**config.mk**
```make
export PLATFORM = sky130hd
export DESIGN_NAME = wishbone_slave_ram
export DESIGN_NICKNAME = d
export VERILOG_FILES = /design/src/rtl/wishbone_pkg.sv /design/src/rtl/wb_ram_core.sv /design/src/rtl/wishbone_slave_ram.sv
export SDC_FILE = /design/constraint.sdc
export NUM_CORES = 1
export LEC_CHECK = 0
export CELL_PAD_IN_SITES_DETAIL_PLACEMENT = 1
export CELL_PAD_IN_SITES_GLOBAL_PLACEMENT = 1
export CORE_MARGIN = 2
export CORE_UTILIZATION = 32
export CTS_BUF_LIST = sky130_fd_sc_hd__clkbuf_8
export DETAILED_ROUTE_END_ITERATION = 7
export PLACE_DENSITY = 0.65
export SETUP_SLACK_MARGIN = 0.3
export SLEW_MARGIN = 40
export SYNTH_ARGS = -nofsm -noshare
export SYNTH_HDL_FRONTEND = slang
export SYNTH_SLANG_ARGS = --single-unit
```
**constraint.sdc**
```tcl
create_clock -name clock -period 4 [get_ports clock]
set_clock_uncertainty 0.2 [all_clocks]
set_input_delay 0.8 -clock clock [delete_from_list [all_inputs] [get_ports clock]]
set_output_delay 0.8 -clock clock [all_outputs]
set_load 0.02 [all_outputs]
```
**src/rtl/wishbone_pkg.sv**
```systemverilog
// Shared types and constants for the Wishbone slave RAM.
`timescale 1ns/1ps
package wishbone_pkg;

  typedef enum logic [1:0] {
    IDLE = 2'd0,
    WAIT = 2'd1,
    ACK  = 2'd2
  } wb_slave_state_t;

  localparam int WB_BYTE = 8;

endpackage

```
**src/rtl/wb_ram_core.sv**
```systemverilog
// Word-organised RAM with per-byte write enables, synchronous write and
// combinational read.
`timescale 1ns/1ps
module wb_ram_core
  import wishbone_pkg::*;
#(
  parameter int data_width   = 32,
  parameter int strobe_width = data_width / 8,
  parameter int depth        = 16,
  parameter int idx_width    = $clog2(depth)
) (
  input  logic                    clock,
  input  logic [strobe_width-1:0] we,
  input  logic [idx_width-1:0]    idx,
  input  logic [data_width-1:0]   wdata,
  output logic [data_width-1:0]   rdata
);

  logic [data_width-1:0] mem_q [depth];

  // Storage is deliberately not reset so contents survive a bus reset.
  always_ff @(posedge clock) begin
    for (int i = 0; i < strobe_width; i++) begin
      if (we[i]) begin
        mem_q[idx][i*WB_BYTE +: WB_BYTE] <= wdata[i*WB_BYTE +: WB_BYTE];
      end
    end
  end

  assign rdata = mem_q[idx];

endmodule

```
**src/rtl/wishbone_slave_ram.sv**
```systemverilog
// Wishbone classic single-cycle slave fronting a byte-writable RAM, with a
// configurable number of wait states before the registered acknowledge.
`timescale 1ns/1ps
module wishbone_slave_ram
  import wishbone_pkg::*;
#(
  parameter int addr_width   = 8,
  parameter int data_width   = 32,
  parameter int strobe_width = data_width / 8,
  parameter int depth        = 16,
  parameter int wait_states  = 0
) (
  input  logic                    clock,
  input  logic                    reset,
  input  logic [addr_width-1:0]   wb_adr,
  input  logic [data_width-1:0]   wb_datwr,
  output logic [data_width-1:0]   wb_datrd,
  input  logic                    wb_we,
  input  logic                    wb_stb,
  output logic                    wb_ack,
  input  logic                    wb_cyc,
  input  logic [strobe_width-1:0] wb_sel
);

  localparam int IDX_W = $clog2(depth);
  localparam logic [3:0] WS_LOAD = 4'(wait_states - 1);

  wb_slave_state_t state_q, state_d;
  logic [3:0]              cnt_q, cnt_d;
  logic [IDX_W-1:0]        adr_q, adr_d;
  logic                    we_q, we_d;
  logic [data_width-1:0]   dat_q, dat_d;
  logic [strobe_width-1:0] sel_q, sel_d;
  logic [data_width-1:0]   datrd_q, datrd_d;
  logic                    ack_q, ack_d;

  logic                    commit_s;
  logic [IDX_W-1:0]        cmt_idx_s;
  logic                    cmt_we_s;
  logic [data_width-1:0]   cmt_dat_s;
  logic [strobe_width-1:0] cmt_sel_s;
  logic [strobe_width-1:0] ram_we_s;
  logic [data_width-1:0]   ram_rd_s;
  logic                    unused_adr_s;

  // Upper address bits are ignored so addresses alias modulo depth.
  assign unused_adr_s = ^wb_adr[addr_width-1:IDX_W];

  // Next-state, wait counter and request capture.
  always_comb begin
    state_d  = state_q;
    cnt_d    = cnt_q;
    adr_d    = adr_q;
    we_d     = we_q;
    dat_d    = dat_q;
    sel_d    = sel_q;
    commit_s = 1'b0;
    case (state_q)
      IDLE: begin
        if (wb_cyc && wb_stb) begin
          adr_d = wb_adr[IDX_W-1:0];
          we_d  = wb_we;
          dat_d = wb_datwr;
          sel_d = wb_sel;
          if (wait_states == 0) begin
            state_d  = ACK;
            commit_s = 1'b1;
          end else begin
            state_d = WAIT;
            cnt_d   = WS_LOAD;
          end
        end else begin
          state_d = IDLE;
        end
      end
      WAIT: begin
        if (!wb_cyc) begin
          state_d = IDLE;
        end else if (cnt_q == 4'd0) begin
          state_d  = ACK;
          commit_s = 1'b1;
        end else begin
          cnt_d = cnt_q - 4'd1;
        end
      end
      ACK: begin
        state_d = IDLE;
      end
      default: begin
        state_d = IDLE;
      end
    endcase
  end

  // With zero wait states the commit happens on the capture edge, so the
  // live bus fields are used instead of the not-yet-loaded capture regs.
  always_comb begin
    if (state_q == IDLE) begin
      cmt_idx_s = wb_adr[IDX_W-1:0];
      cmt_we_s  = wb_we;
      cmt_dat_s = wb_datwr;
      cmt_sel_s = wb_sel;
    end else begin
      cmt_idx_s = adr_q;
      cmt_we_s  = we_q;
      cmt_dat_s = dat_q;
      cmt_sel_s = sel_q;
    end
    ram_we_s = (commit_s && cmt_we_s) ? cmt_sel_s : {strobe_width{1'b0}};
    datrd_d  = (commit_s && !cmt_we_s) ? ram_rd_s : datrd_q;
    ack_d    = (state_d == ACK);
  end

  // State, counter, capture and output registers.
  always_ff @(posedge clock or posedge reset) begin
    if (reset) begin
      state_q <= IDLE;
      cnt_q   <= 4'd0;
      adr_q   <= {IDX_W{1'b0}};
      we_q    <= 1'b0;
      dat_q   <= {data_width{1'b0}};
      sel_q   <= {strobe_width{1'b0}};
      datrd_q <= {data_width{1'b0}};
      ack_q   <= 1'b0;
    end else begin
      state_q <= state_d;
      cnt_q   <= cnt_d;
      adr_q   <= adr_d;
      we_q    <= we_d;
      dat_q   <= dat_d;
      sel_q   <= sel_d;
      datrd_q <= datrd_d;
      ack_q   <= ack_d;
    end
  end

  wb_ram_core #(
    .data_width   (data_width),
    .strobe_width (strobe_width),
    .depth        (depth),
    .idx_width    (IDX_W)
  ) u_ram (
    .clock (clock),
    .we    (ram_we_s),
    .idx   (cmt_idx_s),
    .wdata (cmt_dat_s),
    .rdata (ram_rd_s)
  );

  assign wb_ack   = ack_q;
  assign wb_datrd = datrd_q;

endmodule

```
==> impl_metrics.json <==
{
  "cp-startpoint": "state_q[0]$_DFF_PP0_",
  "synth.most_common_cell": "edfxtp_1",
  "gp_congestion": 0.7523,
  "initial_core_util_pct": 32.17,
  "drt_iter0_drc": 1035,
  "synth_top_area_cell": "edfxtp_1",
  "cts.sinks": 592,
  "dp_cells": 2375,
  "synthFlopType": "edfxtp_1",
  "synth_async_sr_flop_share_pct": 13.51,
  "synth_top_area_share_pct": 68.49,
  "crit_type": "reg2reg",
  "cp_max_fo": 71,
  "grt_max_degree": 72,
  "seqCellArea_um2": 17380,
  "core-area_um2": 69790,
  "netlist_area_um2": 22450,
  "grt_pass1_wl_um": 89100,
  "max_freq_ghz": 0.3037,
  "ys_seq_area_share_pct": 77.40,
  "ff2ff_setup_slack_ns": 0.71,
  "worstReg2RegEnd": "wb_datrd[23]$_DFFE_PP0P_",
  "fin_nets": 1585,
  "yosys-top-cells-count": "edfxtp_1 (512), a22oi_1 (256), a21oi_1 (161), nor2_1 (97), dfrtp_1 (80)",
  "via_count": 13160,
  "setup_violations": 0,
  "synth_edf_count": 512,
  "arrival_ns": 3.66,
  "vias_per_cell": 5.152,
  "grt_util_all_layers_pct": 16.55,
  "endpoint": "wb_datrd[23]$_DFFE_PP0P_",
  "reg2reg_from": "state_q[0]$_DFF_PP0_",
  "syn_nets": 1422,
  "grt-ovfl-total": 0,
  "crit_path_start_kind": "flip-flop",
  "clk_latency_ns": 0.70,
  "finalHoldViolCount": 0,
  "cpMaxStageDelayCell": "nor4_1",
  "antenna_found_initial": 1,
  "synth_area_leaders": "edfxtp_1 (68%), dfrtp_1 (8.9%), a22oi_1 (8.6%)",
  "syn_to_final_growth_pct": 18.09,
  "grt_pass1_vias": 14160,
  "ff2ff_path_depth": 9,
  "end_kind": "flip-flop",
  "finalWirelength_um": 59010,
  "synth.distinct_cells": 35,
  "die_w_um": 268.9,
  "first_pass_iters": 5,
  "htreeDepth": 3,
  "rows": 97,
  "cts_tree": "built",
  "final_cells": 2554,
  "period_minus_slack_ns": 3.293,
  "wl_per_cell_um": 23.11,
  "syn_area_per_cell_um2": 16.36,
  "rsz0062_at_grt": "false",
  "place_hpwl_um": 34460,
  "status": "finished clean",
  "multiInputGateArea_um2": 4696,
  "synth-seq-cells": 592,
  "clk_pin_slew_ns": 0.06,
  "syn_inst": 1372,
  "port_buffers": 77,
  "cts_buffers": 97,
  "drc": 0,
  "worst_hold_slack_ns": 0.2945,
  "post_route_cells_drive_above_1_share_pct": 18.97,
  "crit_path_cell_trace": "nor2_4 > buf_4 > o21ai_4 > buf_12 > buf_4 > a22oi_1 > a21oi_1 > nor4_1 > a21oi_1",
  "worst_hold_path_type": "reg2reg",
  "worstMarginPinSlew_ns": 0.8739,
  "cp.required_ns": 4.36,
  "post_cts_resized": 0,
  "max_slew_margin_pct": 41.47,
  "cts_buffer_depth": 3,
  "die_h_um": 268.9,
  "fin_util_pct": 37.99,
  "ios": 82,
  "yosysWarnings": 0,
  "p_per_area_nw_per_um2": 505.1,
  "fill_cells": 7042,
  "p_total_uw": 13390,
  "leakage_uw": 0.008537,
  "die-area_um2": 72290,
  "ir_drop_mv": 0.2386,
  "cap_violations": 0,
  "drtAntennaViolNets": 0,
  "cts_hold_buf": 0,
  "finalSetupTns_ns": 0,
  "root_buffer": "clkbuf_8",
  "final.period_utilization_pct": 82.32,
  "cts_setup_buffers": 0,
  "slew_viol_final": 0,
  "slowest_delay_ns": 0.57
}
[stage by stage]
stage | setup WS, ns | area [um2]
2_1_floorplan | 0.9483 | 22450
3_3_place_gp | 0.1098 | 24680
3_5_place_dp | 0.08070 | 24730
4_1_cts | 0.5514 | 26500
5_1_grt | 0.4309 | 26510
6_report | 0.7070 | 26510
[layer usage]
layer  global-route usage (%)  share of wire (%)  vias up
met5                        0                  0        -
met4                    6.712                3.0        0
met3                    2.758                4.8       92
met2                    28.66                 51      375
met1                    20.57                 42     6875
li1                         -                  -     5817
[power by group]
part / internal, uW / switching, uW
clock network: 2450 / 2390
registers: 6990 / 103
logic: 559 / 904
[final cells by class]
type,count,share of cell area (%)
flip-flops and latches,592,65.55
well taps,940,4.437
multi-input cells,684,17.71
clock buffers,99,5.140
clock inverters,78,1.525
inverters,8,0.1227
diodes,1,0.009440
repair buffers,152,5.503
[cells by family after synthesis]
logic type | synth area share (%)
muxes | 3.952
adders and majority gates | 0.05573
and+or+nand+nor | 3.539
AOI/OAI and AO/OA | 12.71
buffers and inverters | 2.224
DFF | 77.40
xor gates and xnor gates | 0.1171
[sequential cells by signal, summed over array words and instances, names as in the netlist]
register	flops
we_q	1
wb_ack	1
dat_q	32
sel_q	4
state_q	2
cnt_q	4
adr_q	4
u_ram.mem_q	512
wb_datrd	32
[worst min-delay path by stage]
stage,from,endpoint,slack (ns),cells after the start
after floorplan,cnt_q[3]$_DFFE_PP0P_,cnt_q[3]$_DFFE_PP0P_,0.25,1
after global placement,cnt_q[3]$_DFFE_PP0P_,cnt_q[3]$_DFFE_PP0P_,0.26,1
after detailed placement,cnt_q[3]$_DFFE_PP0P_,cnt_q[3]$_DFFE_PP0P_,0.28,1
after CTS,reset,dat_q[3]$_DFFE_PP0P_,0.29,2
after global routing,dat_q[30]$_DFFE_PP0P_,dat_q[30]$_DFFE_PP0P_,0.33,1
final,cnt_q[3]$_DFFE_PP0P_,cnt_q[3]$_DFFE_PP0P_,0.29,1
[worst max-delay path: cells and delay by family (launching register included)]
kind,cells,cell delay [ns]
buf+inv,3,0.80
simple gates,2,0.95
flops,1,0.52
compound gates,4,0.61
[cell usage in the layout (no fill, tap or decap), drive strengths merged, types with 3 or more instances in the layout]
cell           synthesis  routed
edfxtp               512     512
a22oi                256     256
a21oi                161     161
clkbuf                23      99
nor2                  98      99
dfrtp                 80      80
mux2                  77      77
clkdlybuf4s50          0      77
buf                   66      75
inv                    8      41
clkinv                 0      41
nor4                  32      32
nand2                 21      21
nand2b                 6       6
nor3                   5       5
a31oi                  4       4
nor3b                  3       3
xnor2                  3       3
Note: power is estimated with default switching activity, not from simulation.
